<file path="config.mk">
export PLATFORM = sky130hd
export DESIGN_NAME = uart_cmd_parser_flat
export DESIGN_NICKNAME = d
export VERILOG_FILES = /design/src/rtl/uart_cmd_pkg.sv /design/src/rtl/uart_cmd_parser_if.sv /design/src/rtl/uart_resp_gen.sv /design/src/rtl/uart_cmd_parser.sv /design/src/flat_wrapper.sv
export SDC_FILE = /design/constraint.sdc
export NUM_CORES = 1
export LEC_CHECK = 0
export CAP_MARGIN = 20
export CORE_UTILIZATION = 32
export CTS_BUF_LIST = sky130_fd_sc_hd__clkbuf_4 sky130_fd_sc_hd__clkbuf_8 sky130_fd_sc_hd__clkbuf_16
export CTS_CLUSTER_DIAMETER = 50
export CTS_CLUSTER_SIZE = 40
export DETAILED_ROUTE_END_ITERATION = 10
export GPL_TIMING_DRIVEN = 0
export PLACE_DENSITY = 0.63
export SETUP_SLACK_MARGIN = 0.02
export SYNTH_ARGS = -nofsm -noshare
export SYNTH_HDL_FRONTEND = slang
export SYNTH_SLANG_ARGS = --single-unit
</file>
<file path="constraint.sdc">
create_clock -name clk -period 11.5 [get_ports clk]
set_input_delay 3.45 -clock clk [delete_from_list [all_inputs] [get_ports clk]]
set_output_delay 3.45 -clock clk [all_outputs]
set_load 0.005 [all_outputs]
</file>
<file path="src/rtl/uart_cmd_pkg.sv">
// Shared types, ASCII constants and hex helpers for the UART command parser.
package uart_cmd_pkg;

  typedef enum logic [3:0] {
    IDLE, SP1, ADDR, SP2, DATA, EOL, DISCARD,
    EXEC, WAIT_RD, RESP_OK, RESP_ER, RESP_RD
  } state_e;

  typedef enum logic [1:0] {
    RC_OK, RC_ER, RC_RD
  } resp_code_e;

  localparam logic [7:0] CR = 8'h0D;
  localparam logic [7:0] LF = 8'h0A;
  localparam logic [7:0] SP = 8'h20;

  localparam logic [7:0] CH_W_LC = 8'h77;
  localparam logic [7:0] CH_R_LC = 8'h72;

  localparam logic [3:0] RESP_LAST_SHORT = 4'd3;
  localparam logic [3:0] RESP_LAST_RD    = 4'd9;

  function automatic logic is_hex(input logic [7:0] b);
    return (b >= 8'h30 && b <= 8'h39) ||
           (b >= 8'h41 && b <= 8'h46) ||
           (b >= 8'h61 && b <= 8'h66);
  endfunction

  function automatic logic [3:0] hex2nib(input logic [7:0] b);
    if (b <= 8'h39)      return 4'(b - 8'h30);
    else if (b <= 8'h46) return 4'(b - 8'h37);
    else                 return 4'(b - 8'h57);
  endfunction

  function automatic logic [7:0] nib2hex(input logic [3:0] n);
    return (n < 4'd10) ? (8'h30 + {4'h0, n}) : (8'h37 + {4'h0, n});
  endfunction

  // Letters only: folds 'W'/'R' onto their lowercase codes.
  function automatic logic [7:0] to_lower(input logic [7:0] b);
    return b | 8'h20;
  endfunction

  function automatic logic is_parse(input state_e s);
    return s inside {IDLE, SP1, ADDR, SP2, DATA, EOL, DISCARD};
  endfunction

endpackage

</file>
<file path="src/rtl/uart_cmd_parser_if.sv">
// UART byte streams and register bus seen by the command parser.
interface uart_cmd_parser_if #(
  parameter int ADDR_W = 8,
  parameter int DATA_W = 32
);
  logic [7:0]        rx_data;
  logic              rx_data_valid;
  logic              rx_data_ready;
  logic [7:0]        tx_data;
  logic              tx_data_valid;
  logic              tx_data_ready;
  logic [ADDR_W-1:0] reg_addr;
  logic [DATA_W-1:0] reg_wdata;
  logic              reg_wr;
  logic              reg_rd;
  logic [DATA_W-1:0] reg_rdata;
  logic              reg_rd_valid;
  logic              err;

  modport master (
    input  rx_data, rx_data_valid, tx_data_ready, reg_rdata, reg_rd_valid,
    output rx_data_ready, tx_data, tx_data_valid, reg_addr, reg_wdata,
           reg_wr, reg_rd, err
  );

  modport slave (
    output rx_data, rx_data_valid, tx_data_ready, reg_rdata, reg_rd_valid,
    input  rx_data_ready, tx_data, tx_data_valid, reg_addr, reg_wdata,
           reg_wr, reg_rd, err
  );
endinterface

</file>
<file path="src/rtl/uart_resp_gen.sv">
// Streams one ASCII response ("OK", "ER" or 8 hex digits, then CR LF) over valid/ready.
module uart_resp_gen
  import uart_cmd_pkg::*;
#(
  parameter int DATA_W = 32
) (
  input  logic              clk,
  input  logic              rst,
  input  logic              start,
  input  resp_code_e        code,
  input  logic [DATA_W-1:0] rdata,
  output logic [7:0]        tx_data,
  output logic              tx_data_valid,
  input  logic              tx_data_ready,
  output logic              done
);

  logic              vld_q, vld_d;
  logic [3:0]        idx_q, idx_d;
  resp_code_e        code_q, code_d;
  logic [DATA_W-1:0] data_q, data_d;

  logic       tx_fire;
  logic       last;
  logic [4:0] nib_base;
  logic [7:0] byte_sel;

  always_comb begin
    tx_fire  = vld_q && tx_data_ready;
    last     = (idx_q == ((code_q == RC_RD) ? RESP_LAST_RD : RESP_LAST_SHORT));
    done     = tx_fire && last;
    nib_base = 5'(DATA_W - 1) - {idx_q[2:0], 2'b00};

    byte_sel = 8'h00;
    case (code_q)
      RC_OK: begin
        case (idx_q)
          4'd0:    byte_sel = 8'h4F;
          4'd1:    byte_sel = 8'h4B;
          4'd2:    byte_sel = CR;
          default: byte_sel = LF;
        endcase
      end
      RC_RD: begin
        if (idx_q < 4'd8)       byte_sel = nib2hex(data_q[nib_base -: 4]);
        else if (idx_q == 4'd8) byte_sel = CR;
        else                    byte_sel = LF;
      end
      default: begin
        case (idx_q)
          4'd0:    byte_sel = 8'h45;
          4'd1:    byte_sel = 8'h52;
          4'd2:    byte_sel = CR;
          default: byte_sel = LF;
        endcase
      end
    endcase
    tx_data       = vld_q ? byte_sel : 8'h00;
    tx_data_valid = vld_q;

    vld_d  = vld_q;
    idx_d  = idx_q;
    code_d = code_q;
    data_d = data_q;
    if (start) begin
      vld_d  = 1'b1;
      idx_d  = 4'd0;
      code_d = code;
      data_d = rdata;
    end else if (tx_fire) begin
      if (last) begin
        vld_d = 1'b0;
        idx_d = 4'd0;
      end else begin
        idx_d = idx_q + 4'd1;
      end
    end
  end

  always_ff @(posedge clk) begin
    if (rst) begin
      vld_q  <= 1'b0;
      idx_q  <= 4'd0;
      code_q <= RC_OK;
      data_q <= '0;
    end else begin
      vld_q  <= vld_d;
      idx_q  <= idx_d;
      code_q <= code_d;
      data_q <= data_d;
    end
  end

endmodule

</file>
<file path="src/rtl/uart_cmd_parser.sv">
// Parses "W AA DDDDDDDD<CR>" / "R AA<CR>" lines into register bus accesses
// and hands the matching ASCII reply to uart_resp_gen.
module uart_cmd_parser
  import uart_cmd_pkg::*;
#(
  parameter int RD_TIMEOUT = 255,
  parameter int ADDR_W     = 8,
  parameter int DATA_W     = 32
) (
  input  logic               clk,
  input  logic               rst,
  uart_cmd_parser_if.master  bus
);

  localparam int TOUT_W = $clog2(RD_TIMEOUT + 1);

  state_e            state_q, state_d;
  logic              is_wr_q, is_wr_d;
  logic [3:0]        dig_q, dig_d;
  logic [ADDR_W-1:0] addr_sh_q, addr_sh_d;
  logic [DATA_W-1:0] data_sh_q, data_sh_d;
  logic [ADDR_W-1:0] reg_addr_q, reg_addr_d;
  logic [DATA_W-1:0] reg_wdata_q, reg_wdata_d;
  logic              reg_wr_q, reg_wr_d;
  logic              reg_rd_q, reg_rd_d;
  logic              rx_ready_q, rx_ready_d;
  logic              err_q, err_d;
  logic [TOUT_W-1:0] tout_q, tout_d;

  logic       rx_fire;
  logic [7:0] b;
  logic [3:0] nib;
  logic       hex;
  logic       resp_start;
  resp_code_e resp_code;
  logic       resp_done;

  always_comb begin
    state_d     = state_q;
    is_wr_d     = is_wr_q;
    dig_d       = dig_q;
    addr_sh_d   = addr_sh_q;
    data_sh_d   = data_sh_q;
    reg_addr_d  = reg_addr_q;
    reg_wdata_d = reg_wdata_q;
    reg_wr_d    = 1'b0;
    reg_rd_d    = 1'b0;
    err_d       = err_q;
    tout_d      = tout_q;

    rx_fire = bus.rx_data_valid && rx_ready_q;
    b       = bus.rx_data;
    nib     = hex2nib(b);
    hex     = is_hex(b);

    case (state_q)
      IDLE: if (rx_fire) begin
        if (to_lower(b) == CH_W_LC) begin
          state_d = SP1;
          is_wr_d = 1'b1;
        end else if (to_lower(b) == CH_R_LC) begin
          state_d = SP1;
          is_wr_d = 1'b0;
        end else if (!(b == CR || b == LF || b == SP)) begin
          state_d = DISCARD;
        end
      end
      SP1: if (rx_fire) begin
        if (b == SP) begin
          state_d = ADDR;
          dig_d   = 4'd0;
        end else if (b == CR) begin
          state_d = RESP_ER;
        end else begin
          state_d = DISCARD;
        end
      end
      ADDR: if (rx_fire) begin
        if (hex) begin
          addr_sh_d = {addr_sh_q[ADDR_W-5:0], nib};
          if (dig_q == 4'd1) begin
            dig_d   = 4'd0;
            state_d = is_wr_q ? SP2 : EOL;
          end else begin
            dig_d = dig_q + 4'd1;
          end
        end else if (b == CR) begin
          state_d = RESP_ER;
        end else begin
          state_d = DISCARD;
        end
      end
      SP2: if (rx_fire) begin
        if (b == SP) begin
          state_d = DATA;
          dig_d   = 4'd0;
        end else if (b == CR) begin
          state_d = RESP_ER;
        end else begin
          state_d = DISCARD;
        end
      end
      DATA: if (rx_fire) begin
        if (hex) begin
          data_sh_d = {data_sh_q[DATA_W-5:0], nib};
          if (dig_q == 4'd7) begin
            dig_d   = 4'd0;
            state_d = EOL;
          end else begin
            dig_d = dig_q + 4'd1;
          end
        end else if (b == CR) begin
          state_d = RESP_ER;
        end else begin
          state_d = DISCARD;
        end
      end
      // Bus address/data are latched here so they stay valid through EXEC and beyond.
      EOL: if (rx_fire) begin
        if (b == CR) begin
          state_d     = EXEC;
          reg_addr_d  = addr_sh_q;
          reg_wdata_d = data_sh_q;
          reg_wr_d    = is_wr_q;
          reg_rd_d    = !is_wr_q;
        end else begin
          state_d = DISCARD;
        end
      end
      DISCARD: if (rx_fire && b == CR) state_d = RESP_ER;
      EXEC: begin
        tout_d = '0;
        if (is_wr_q)               state_d = RESP_OK;
        else if (bus.reg_rd_valid) state_d = RESP_RD;
        else                       state_d = WAIT_RD;
      end
      WAIT_RD: begin
        if (bus.reg_rd_valid)                   state_d = RESP_RD;
        else if (tout_q == TOUT_W'(RD_TIMEOUT)) state_d = RESP_ER;
        else                                    tout_d  = tout_q + 1'b1;
      end
      RESP_OK, RESP_ER, RESP_RD: if (resp_done) state_d = IDLE;
      default: state_d = IDLE;
    endcase

    // The generator latches reg_rdata on the start pulse, i.e. the capture cycle.
    resp_start = (state_d != state_q) && (state_d inside {RESP_OK, RESP_ER, RESP_RD});
    resp_code  = RC_OK;
    if (state_d == RESP_ER) resp_code = RC_ER;
    if (state_d == RESP_RD) resp_code = RC_RD;
    if (resp_start && state_d == RESP_ER) err_d = 1'b1;

    rx_ready_d = is_parse(state_d);
  end

  always_ff @(posedge clk) begin
    if (rst) begin
      state_q     <= IDLE;
      is_wr_q     <= 1'b0;
      dig_q       <= 4'd0;
      addr_sh_q   <= '0;
      data_sh_q   <= '0;
      reg_addr_q  <= '0;
      reg_wdata_q <= '0;
      reg_wr_q    <= 1'b0;
      reg_rd_q    <= 1'b0;
      rx_ready_q  <= 1'b0;
      err_q       <= 1'b0;
      tout_q      <= '0;
    end else begin
      state_q     <= state_d;
      is_wr_q     <= is_wr_d;
      dig_q       <= dig_d;
      addr_sh_q   <= addr_sh_d;
      data_sh_q   <= data_sh_d;
      reg_addr_q  <= reg_addr_d;
      reg_wdata_q <= reg_wdata_d;
      reg_wr_q    <= reg_wr_d;
      reg_rd_q    <= reg_rd_d;
      rx_ready_q  <= rx_ready_d;
      err_q       <= err_d;
      tout_q      <= tout_d;
    end
  end

  assign bus.rx_data_ready = rx_ready_q;
  assign bus.reg_addr      = reg_addr_q;
  assign bus.reg_wdata     = reg_wdata_q;
  assign bus.reg_wr        = reg_wr_q;
  assign bus.reg_rd        = reg_rd_q;
  assign bus.err           = err_q;

  uart_resp_gen #(.DATA_W(DATA_W)) u_resp_gen (
    .clk           (clk),
    .rst           (rst),
    .start         (resp_start),
    .code          (resp_code),
    .rdata         (bus.reg_rdata),
    .tx_data       (bus.tx_data),
    .tx_data_valid (bus.tx_data_valid),
    .tx_data_ready (bus.tx_data_ready),
    .done          (resp_done)
  );

endmodule

</file>
<file path="src/flat_wrapper.sv">
// flat-port wrapper written by rule: the top's interface ports become plain ports
module uart_cmd_parser_flat import uart_cmd_pkg::*;
#(
  parameter int RD_TIMEOUT = 255,
  parameter int ADDR_W     = 8,
  parameter int DATA_W     = 32
)
  (clk, rst, bus_rx_data, bus_rx_data_valid, bus_tx_data_ready, bus_reg_rdata, bus_reg_rd_valid, bus_rx_data_ready, bus_tx_data, bus_tx_data_valid, bus_reg_addr, bus_reg_wdata, bus_reg_wr, bus_reg_rd, bus_err);
  uart_cmd_parser_if #(.ADDR_W(ADDR_W), .DATA_W(DATA_W)) bus_i ();
  input  logic clk;
  input  logic rst;
  input wire logic [$bits(bus_i.rx_data)-1:0] bus_rx_data;
  input wire logic [$bits(bus_i.rx_data_valid)-1:0] bus_rx_data_valid;
  input wire logic [$bits(bus_i.tx_data_ready)-1:0] bus_tx_data_ready;
  input wire logic [$bits(bus_i.reg_rdata)-1:0] bus_reg_rdata;
  input wire logic [$bits(bus_i.reg_rd_valid)-1:0] bus_reg_rd_valid;
  output wire logic [$bits(bus_i.rx_data_ready)-1:0] bus_rx_data_ready;
  output wire logic [$bits(bus_i.tx_data)-1:0] bus_tx_data;
  output wire logic [$bits(bus_i.tx_data_valid)-1:0] bus_tx_data_valid;
  output wire logic [$bits(bus_i.reg_addr)-1:0] bus_reg_addr;
  output wire logic [$bits(bus_i.reg_wdata)-1:0] bus_reg_wdata;
  output wire logic [$bits(bus_i.reg_wr)-1:0] bus_reg_wr;
  output wire logic [$bits(bus_i.reg_rd)-1:0] bus_reg_rd;
  output wire logic [$bits(bus_i.err)-1:0] bus_err;
  assign bus_i.rx_data = bus_rx_data;
  assign bus_i.rx_data_valid = bus_rx_data_valid;
  assign bus_i.tx_data_ready = bus_tx_data_ready;
  assign bus_i.reg_rdata = bus_reg_rdata;
  assign bus_i.reg_rd_valid = bus_reg_rd_valid;
  assign bus_rx_data_ready = bus_i.rx_data_ready;
  assign bus_tx_data = bus_i.tx_data;
  assign bus_tx_data_valid = bus_i.tx_data_valid;
  assign bus_reg_addr = bus_i.reg_addr;
  assign bus_reg_wdata = bus_i.reg_wdata;
  assign bus_reg_wr = bus_i.reg_wr;
  assign bus_reg_rd = bus_i.reg_rd;
  assign bus_err = bus_i.err;
  uart_cmd_parser #(.RD_TIMEOUT(RD_TIMEOUT), .ADDR_W(ADDR_W), .DATA_W(DATA_W)) u_core (.clk(clk), .rst(rst), .bus(bus_i));
endmodule
</file>
==> metrics, run 1 <==
DR DRC count=0; CTS tree=done; CP Launch Type=flip-flop; Die ar.=21,800 um2; clock root cell=clkbuf_16; hpwl dp=13,500 um; Post-synth top flop=dfxtp_1; WL/cell=15.3 um; gr ovfl total=0; yosys warns=0; Worst Setup End Kind=output port; Initial DRC Count=429; critical path type=reg -> out; initial antenna violation count=0; Post-CTS Hold Buffers=0; final worst setup slack=4.20 ns; syn_area_per_cell=8.43 um2; Die Y=148 um; Placed Area=8070 um2; Hold Path Class=reg -> reg; CP required=just over 8 ns; first-pass GRT wire length=30,000 um; Critical Path AT=3.85 ns; Starting Density=33.2%; Die W=approximately 150 um; RSZ-0062 raised after global routing=no; core area=20,500 um2; Detailed Routing Iterations Pass 1=6; Max Cap Violations=0; Cell Area, Synth=a little under 7000 um2; FP Rows=52; Post-Syn Instances=approximately 810; Resized cells post-CTS=0; synth unique cells=71; total clock sinks=140; Post-synth EDFFs=0; max-slew violation count=0; vias in the first global route=5,918; Setup Skew=0.00829 ns; crit path time final=approximately 7.3 ns; CP max FO=10; Lkg Pwr=around 3 nW; Slowest cell on crit path=clkdlybuf4s50_1; Area Growth Syn to Fin=28.0%; total power draw=1.18 mW; I/O Pins=98; PD cells=roughly 140 nW/um2; setup TNS=0 ns; critical path, cell by cell=clkbuf_1 > mux4_2 > mux2i_1 > ha_1 > a22oi_1 > nor3_1 > a2111oi_0 > clkdlybuf4s50_1; Tcrit/Tclk final=63.5%; diode count=0; Worst-path clk slew=0.06 ns; antenna-violating nets left=0; buffer and inverter count on the worst path=2; Synth async-reset ratio=0%; H-tree depth=4; worst hold slack=0.452 ns; final hold vios=0; sequential fraction of the synthesis area=41.2%; DP Worst Slack=4.21 ns; fillers=between 2,000 and 2,500; count of final setup violators=0; Post-Route WL=18,400 um; Slew headroom=33.7%; Vias per Instance=5.26; Clock Latency Late Sink=between 0.4 and 0.5 ns; largest net degree at the start of global routing=17; Finished Cell Area=8700 um2; Total Routing Usage GR=17.3%; fmax=137 MHz; number of synthesized register bits=140; Max IR drop VDD=0.102 mV; vias=6,327; share of post-route cells with drive strength above 1=about 8.6%; CP delay by family, top=buffers and inverters; Final Wtd Congestion=0.918; CTS Buf Count=17; IO buf count=94; status=complete, no violations; max incr delay on CP=0.61 ns; syn_nets=approximately 870; clk buf depth=2; Least-Margin Pin Slew=0.980 ns; Final nets=roughly 1,000; Post-CTS Setup Inserts=0
-- per-stage QoR --
stage	util, %	std cells
final	42.4	1202
after global routing	42.4	1202
after CTS	42.4	1202
after global placement	39.4	1170
after detailed placement	39.4	1170
after floorplan	-	806
-- layer usage --
| layer | GRT usage [%] | vias to the layer above | routed length [um] |
|---|---|---|---|
| met5 | 0 | - | 0 |
| met4 | 6.03 | 0 | 291 |
| met3 | 4.66 | 24 | 1010 |
| met2 | 28.0 | 193 | 8700 |
| met1 | 22.1 | 2977 | 8390 |
| li1 | - | 3133 | - |
-- path summary, 6_finish.rpt --
check                                                                 to  slack, ns                                     from  depth (start not counted)
worst max-delay path                                      bus_tx_data[1]       4.20  u_core.u_resp_gen.idx_q[0]$_SDFFE_PP0P_                          8
worst min-delay path               u_core.bus.reg_wdata[17]$_SDFFE_PP0P_       0.45    u_core.bus.reg_wdata[17]$_SDFFE_PP0P_                          2
worst max register to register  u_core.u_resp_gen.data_q[4]$_SDFFE_PP0P_       7.89             u_core.state_q[2]$_SDFF_PP0_                         10
worst min register to register     u_core.bus.reg_wdata[17]$_SDFFE_PP0P_       0.45    u_core.bus.reg_wdata[17]$_SDFFE_PP0P_                          2
-- cell families (layout without fill, tap and decap cells) --
family / Yosys count / after routing / synth area share (%)
simple gates: 321 / 321 / 22.4
flops: 140 / 140 / 41.2
fa+ha+maj: 14 / 14 / 2.58
xor+xnor: 11 / 11 / 1.42
other cells: 1 / 1 / 0.0552
mux: 27 / 27 / 5.49
compound gates: 215 / 215 / 22.3
buf+inv: 77 / 203 / 4.46
-- layout make-up --
class                      instances  area (um2)  share of cell area, %
multi-input combinational        589        3690                   42.4
timing repair buffer              94         941                   10.8
sequential                       140        2800                   32.2
tap                              270         338                   3.88
clock buffer                      18         439                   5.05
inverter                          14        52.6                  0.604
clock inverter                    14         183                   2.10
buffer                            63         250                   2.88
-- report_power, final --
part / switching, mW / leakage, nW / internal (mW) / total, mW
clock network: 0.227 / 0.300 / 0.352 / 0.579
logic: 0.0714 / 1.50 / 0.0370 / 0.108
registers: 0.00254 / 1.13 / 0.486 / 0.489
-- cells in the mapped netlist, types with 2 or more instances --
cell / number / area, um2
a211o_1: 2 / 17.5
a211oi_1: 10 / 75.1
a21boi_0: 2 / 15.0
a21oi_1: 90 / 450
a22o_1: 2 / 17.5
a22oi_1: 3 / 22.5
a31o_1: 16 / 140
a31o_2: 16 / 140
a31oi_1: 3 / 18.8
and2_1: 5 / 31.3
and3_1: 7 / 43.8
buf_2: 8 / 40.0
clkbuf_1: 53 / 199
dfxtp_1: 140 / 2800
ha_1: 14 / 175
inv_1: 13 / 48.8
mux2_2: 2 / 22.5
mux2i_1: 17 / 170
mux4_2: 8 / 180
nand2_1: 168 / 631
nand2b_1: 7 / 43.8
nand3_1: 14 / 70.1
nand3b_1: 4 / 30.0
nand4_1: 3 / 18.8
nand4b_1: 3 / 26.3
nor2_1: 50 / 188
nor2b_1: 7 / 43.8
nor3_1: 18 / 90.1
nor3b_1: 3 / 22.5
nor4_1: 7 / 43.8
nor4_4: 2 / 42.5
nor4b_1: 5 / 43.8
o21ai_0: 12 / 60.1
o311a_1: 34 / 340
o311ai_0: 2 / 17.5
o31ai_1: 4 / 30.0
o32ai_1: 2 / 17.5
o41ai_1: 2 / 17.5
or2_2: 4 / 25.0
or3_1: 3 / 18.8
or4_1: 2 / 15.0
xnor2_1: 6 / 52.6
xor2_1: 5 / 43.8
-- layout by cell type, fill, tap and decap left out, types with 5 or more instances in the layout --
| cell type | instances |
|---|---|
| nand2_1 | 168 |
| dfxtp_1 | 140 |
| clkdlybuf4s50_1 | 94 |
| a21oi_1 | 90 |
| clkbuf_1 | 53 |
| nor2_1 | 50 |
| o311a_1 | 34 |
| nor3_1 | 18 |
| mux2i_1 | 17 |
| clkbuf_16 | 17 |
| a31o_1 | 16 |
| a31o_2 | 16 |
| nand3_1 | 14 |
| ha_1 | 14 |
| inv_1 | 13 |
| o21ai_0 | 12 |
| a211oi_1 | 10 |
| mux4_2 | 8 |
| buf_2 | 8 |
| nand2b_1 | 7 |
| and3_1 | 7 |
| nor2b_1 | 7 |
| nor4_1 | 7 |
| xnor2_1 | 6 |
| nor4b_1 | 5 |
| and2_1 | 5 |
| xor2_1 | 5 |
-- state kept, by name, summed over array words and instances (netlist names) --
register and flops:
u_core.bus.rx_data_ready 1, u_core.is_wr_q 1, u_core.bus.err 1, u_core.tout_q 8
u_core.bus.reg_rd 1, u_core.dig_q 4, u_core.addr_sh_q 8, u_core.state_q 4
u_core.u_resp_gen.tx_data_valid 1, u_core.u_resp_gen.data_q 32, u_core.bus.reg_addr 8, u_core.u_resp_gen.idx_q 4
u_core.u_resp_gen.code_q 2, u_core.bus.reg_wr 1, u_core.data_sh_q 32, u_core.bus.reg_wdata 32
-- worst reg2reg max path, cell delays in order, from the launching register on --
cell and delay [ns]:
dfxtp_1 0.47, nor4b_1 0.83, nand4b_1 0.29, o41ai_1 0.15
a221o_1 0.29, a21oi_1 0.13, and3_1 0.25, clkbuf_1 0.21
clkbuf_1 0.30, o311a_1 0.37, a31o_2 0.21
No activity file was read; power rests on OpenSTA's default activity.
==> run 2, diff against run 1 <==
- PLACE_DENSITY: 0.63 -> 0.65
- clock period: 11.5 -> 6.15 ns (I/O delays scaled with it)
==> run 2 against run 1 <==
Net effect: via count decreased by 1.8%; wire length decreased by 1.2%; non-clock buffer count grew 1; critical path depth is the same; cell count about the same; critical path type unchanged; core utilization fell by 0.18 points.
==> metrics, run 2 (same netlist as run 1, synthesis figures left out) <==
Die ar.=21,800 um2 (unchanged); crit path time final=5.75 ns; Max IR drop VDD=0.157 mV (+53%); Register Area=2800 um2 (unchanged); antenna-violating nets left=0 (unchanged); Resized cells post-CTS=0 (unchanged); total clock sinks=140 (unchanged); gr ovfl total=0 (unchanged); H-tree depth=4 (unchanged); FP Rows=52 (unchanged); CP max FO=10 (unchanged); first-pass GRT wire length=30,000 um (+0.11%); Clock Latency Late Sink=0.42 ns (about the same); initial antenna violation count=0 (unchanged); commonest non-fill, non-tap cell in the layout=nand2_1; global routing usage on met3=3.27% (-1.4 points); vias=6,211 (-1.8%); diode count=0 (unchanged); global-route met1 utilization=22.6% (+0.44 points); max-slew violation count=0 (unchanged); CTS Buf Count=17 (unchanged); Critical Path AT=3.90 ns (+0.05 ns); final hold vios=0 (unchanged); CTS tree=done; core area=20,500 um2 (unchanged); Multi-input gate area=3690 um2 (unchanged); clock root cell=clkbuf_16; Die W=148 um (unchanged); Initial DRC Count=351 (-18%); CP Launch Type=flip-flop; Vias per Instance=5.16 (-1.9%); Die Y=148 um (unchanged); Post-CTS Hold Buffers=0 (unchanged); Max Cap Violations=0 (unchanged); Final Wtd Congestion=0.823 (-10%); count of final setup violators=0 (unchanged); PD cells=245 nW/um2 (+81%); critical path type=reg -> out; Detailed Routing Iterations Pass 1=4 (-2); most frequent cells in the layout=nand2_1, dfxtp_1, clkdlybuf4s50_1; R2R Setup Slk=2.61 ns (-5.28 ns); Lkg Pwr=2.91 nW (-0.66%); Worst Setup End Kind=output port; setup TNS=0 ns (unchanged); Tcrit/Tclk final=93.4%; Post-CTS Setup Inserts=0 (unchanged); Final nets=979 (+0.10%); RSZ-0062 raised after global routing=no; final worst setup slack=0.403 ns (-3.79 ns); met2 Usage GRT=28.1% (+0.12 points); r2r worst-path depth=10 (unchanged); Least-Margin Pin Slew=0.985 ns (+0.00479 ns); Critical Path Source=u_core.u_resp_gen.idx_q[0]$_SDFFE_PP0P_; Starting Density=33.2% (unchanged); Crit Reg-Reg Endpoint=u_core.u_resp_gen.code_q[1]$_SDFFE_PP0P_; DR DRC count=0 (unchanged); I/O Pins=98 (unchanged); worst r2r src=u_core.u_resp_gen.code_q[0]$_SDFFE_PP0P_; DP Worst Slack=0.468 ns (-3.74 ns); Hold Path Class=reg -> reg; CP required=4.30 ns (-3.75 ns); Slew headroom=34.3% (+0.60 points); Total Routing Usage GR=17.1% (-0.17 points); hpwl dp=13,400 um (-0.77%); fmax=174 MHz; WL/cell=15.1 um (-1.2%); Post-Route WL=18,200 um (-1.2%); fillers=2,106 (+0.72%); Setup Skew=0.0113 ns (+0.00299 ns); Worst-path clk slew=0.06 ns (about the same); Hold Path Sink=u_core.bus.reg_wdata[15]$_SDFFE_PP0P_; global route hottest layer=met2; Area Growth Syn to Fin=27.4%; clk buf depth=2 (unchanged); largest net degree at the start of global routing=17 (unchanged); status=complete, no violations; vias in the first global route=5,932 (+0.24%); hold depth=2 (unchanged); IO buf count=94 (unchanged); min-delay src=u_core.bus.reg_wdata[15]$_SDFFE_PP0P_; share of post-route cells with drive strength above 1=8.68% (+0.098 points)
run 2: cell types whose count changed in the layout (fill, tap and decap cells not counted), sizes merged:
cell      delta
clkinvlp     +1
bufinv       -2
clkinv       +1
clkbuf       +2
inv          -1
run 2: worst max-delay path by stage:
| stage | cells after the start | to |
|---|---|---|
| 3_5_place_dp | 12 | u_core.u_resp_gen.data_q[8]$_SDFFE_PP0P_ |
| 6_report | 8 | bus_tx_data[1] |
| 2_1_floorplan | 11 | u_core.u_resp_gen.data_q[13]$_SDFFE_PP0P_ |
| 5_1_grt | 8 | bus_tx_data[1] |
| 3_3_place_gp | 12 | u_core.u_resp_gen.data_q[8]$_SDFFE_PP0P_ |
| 4_1_cts | 8 | bus_tx_data[1] |
run 2: metrics by stage:
stage	cells	instance area, um2	hold WS (ns)	power, mW	utilization (%)
finish	1203	8660	0.452	2.12	42.3
global route	1203	8660	0.466	2.19	42.3
CTS	1202	8650	0.456	2.13	42.2
detailed placement	1170	8070	0.448	1.13	39.4
global placement	1170	8070	0.442	1.13	39.4
floorplan	806	6800	0.431	1.06	-
run 2: layer usage:
| metal | part of all wire (%) | vias up |
|---|---|---|
| li1 | - | 3134 |
| met1 | 48 | 2911 |
| met5 | 0 | - |
| met4 | 1.5 | 0 |
| met2 | 47 | 144 |
| met3 | 4.1 | 22 |
run 2: final cells by class:
class	count	share of cell area, %
clock buffers	19	5.16
flip-flops and latches	140	32.4
inverters	14	0.607
repair buffers	95	10.9
clock inverters	13	1.55
multi-input cells	589	42.6
well taps	270	3.90
plain buffers	63	2.89
run 2: critical path, stage by stage (launching register included):
cell	delay (ns)
dfxtp_1	0.39
clkbuf_1	0.53
mux4_2	0.59
mux2i_1	0.40
ha_1	0.31
a22oi_1	0.17
nor3_1	0.06
a2111oi_0	0.42
clkdlybuf4s50_1	0.60
run 2: report_power, final:
part | internal, mW | leakage, nW | total (mW) | switching, mW
sequential | 0.909 | 1.13 | 0.914 | 0.00454
clock | 0.581 | 0.276 | 1.00 | 0.422
combinational | 0.0696 | 1.50 | 0.201 | 0.132
==> run 3, diff against run 2 <==
- MAX_ROUTING_LAYER: not set -> met4
==> run 3 against run 2 <==
Net effect: combinational power barely moved; largest cell class unchanged; global-route usage grew 0.53 points; die area stayed put; wire length rose by 0.87%; total power grew 1.3%; worst setup slack better by 0.056 ns; highest routed layer unchanged; hold slack got worse by 0.00060 ns; cell area about the same.
==> metrics, run 3 (same netlist as run 1, synthesis figures left out) <==
CTS tree=done; Slew headroom=28.9% (-5.5 points); Total Routing Usage GR=17.7% (+0.53 points); IO buf count=94 (unchanged); DP Worst Slack=0.533 ns (+0.0650 ns); worst hold slack=0.452 ns (-0.000598 ns); Starting Density=33.2% (unchanged); Post-Route WL=18,300 um (+0.87%); most frequent cells in the layout=nand2_1, dfxtp_1, clkdlybuf4s50_1; Hold Path Class=reg -> reg; Resized cells post-CTS=0 (unchanged); CP max FO=10 (unchanged); CP Launch Type=flip-flop; Lkg Pwr=2.90 nW (-0.11%); Post-CTS Setup Inserts=0 (unchanged); Max Cap Violations=0 (unchanged); Die ar.=21,800 um2 (unchanged); Final nets=978 (-0.10%); share of post-route cells with drive strength above 1=8.49% (-0.20 points); commonest non-fill, non-tap cell in the layout=nand2_1; I/O Pins=98 (unchanged); H-tree depth=4 (unchanged); clock root cell=clkbuf_16; vias in the first global route=5,834 (-1.7%); RSZ-0062 raised after global routing=no; antenna-violating nets left=0 (unchanged); largest net degree at the start of global routing=17 (unchanged); CTS Buf Count=17 (unchanged); WL/cell=15.3 um (+1.0%); initial antenna violation count=0 (unchanged); core area=20,500 um2 (unchanged); Final Wtd Congestion=0.828 (+0.62%); Critical Path AT=3.85 ns (-0.05 ns); Die Y=148 um (unchanged); total clock sinks=140 (unchanged); Area Growth Syn to Fin=27.5% (about the same); DR DRC count=0 (unchanged); Clock Latency Late Sink=0.44 ns (+0.02 ns); Die W=148 um (unchanged); CP required=4.30 ns (about the same); status=complete, no violations; crit path time final=5.69 ns (-0.0562 ns); Detailed Routing Iterations Pass 1=5 (+1); clk buf depth=2 (unchanged); setup TNS=0 ns (unchanged); gr ovfl total=0 (unchanged); FP Rows=52 (unchanged); fin util=42.3% (about the same); final worst setup slack=0.459 ns (+0.0562 ns); Worst Setup End Kind=output port; Least-Margin Pin Slew=1.05 ns (+0.0673 ns); fmax=176 MHz (+0.99%); first-pass GRT wire length=29,800 um (-0.60%); Worst-path clk slew=0.06 ns (about the same); Vias per Instance=5.18 (+0.25%); count of final setup violators=0 (unchanged); Initial DRC Count=421 (+20%); diode count=0 (unchanged); hpwl dp=13,400 um (+0.18%); vias=6,216 (+0.081%); PD cells=248 nW/um2 (+1.3%); max-slew violation count=0 (unchanged); critical path type=reg -> out; Tcrit/Tclk final=92.5% (-0.91 points); Post-CTS Hold Buffers=0 (unchanged); final hold vios=0 (unchanged); Setup Skew=0.00973 ns (-0.00155 ns); Max IR drop VDD=0.183 mV (+16%)
[run 3: area by class of cell]
cell class                      count  area (um2)
Buffer                             63         250
Clock inverter                     14         161
Clock buffer                       17         425
Sequential cell                   140        2800
Tap cell                          270         338
Fill cell                        2096       11800
Timing Repair Buffer               94         941
Multi-Input combinational cell    589        3690
Inverter                           14        52.6
[run 3: critical path, cell delays in order, from the launching register on]
cell and delay [ns]:
dfxtp_1 0.38, clkbuf_1 0.52, mux4_2 0.58, mux2i_1 0.37, ha_1 0.30, a22oi_1 0.18, nor3_1 0.06, a2111oi_0 0.41
clkdlybuf4s50_1 0.60
[run 3: worst paths after layout]
path | from | cells after the start | slack (ns) | to
max | u_core.u_resp_gen.idx_q[0]$_SDFFE_PP0P_ | 8 | 0.46 | bus_tx_data[1]
max reg2reg | u_core.state_q[2]$_SDFF_PP0_ | 10 | 2.46 | u_core.u_resp_gen.code_q[0]$_SDFFE_PP0P_
min | u_core.bus.reg_wdata[18]$_SDFFE_PP0P_ | 2 | 0.45 | u_core.bus.reg_wdata[18]$_SDFFE_PP0P_
min reg2reg | u_core.bus.reg_wdata[18]$_SDFFE_PP0P_ | 2 | 0.45 | u_core.bus.reg_wdata[18]$_SDFFE_PP0P_
[run 3: stage by stage]
step / power [mW] / cell area [um2] / std cells
final: 2.14 / 8660 / 1201
after global routing: 2.21 / 8660 / 1201
after CTS: 2.15 / 8660 / 1201
after detailed placement: 1.13 / 8070 / 1170
after global placement: 1.13 / 8070 / 1170
after floorplan: 1.06 / 6800 / 806
[run 3: metal layers]
| layer | track usage, % | routed length (um) | up-vias |
|---|---|---|---|
| li1 | - | - | 3139 |
| met1 | 22.8 | 8770 | 2908 |
| met2 | 27.6 | 8530 | 148 |
| met3 | 3.55 | 787 | 21 |
| met4 | 5.82 | 259 | 0 |
| met5 | - | 0 | - |
[run 3: power breakdown]
part	internal (mW)	switching [mW]	leakage (nW)
combinational	0.0692	0.133	1.50
sequential	0.909	0.00473	1.13
clock	0.602	0.427	0.277
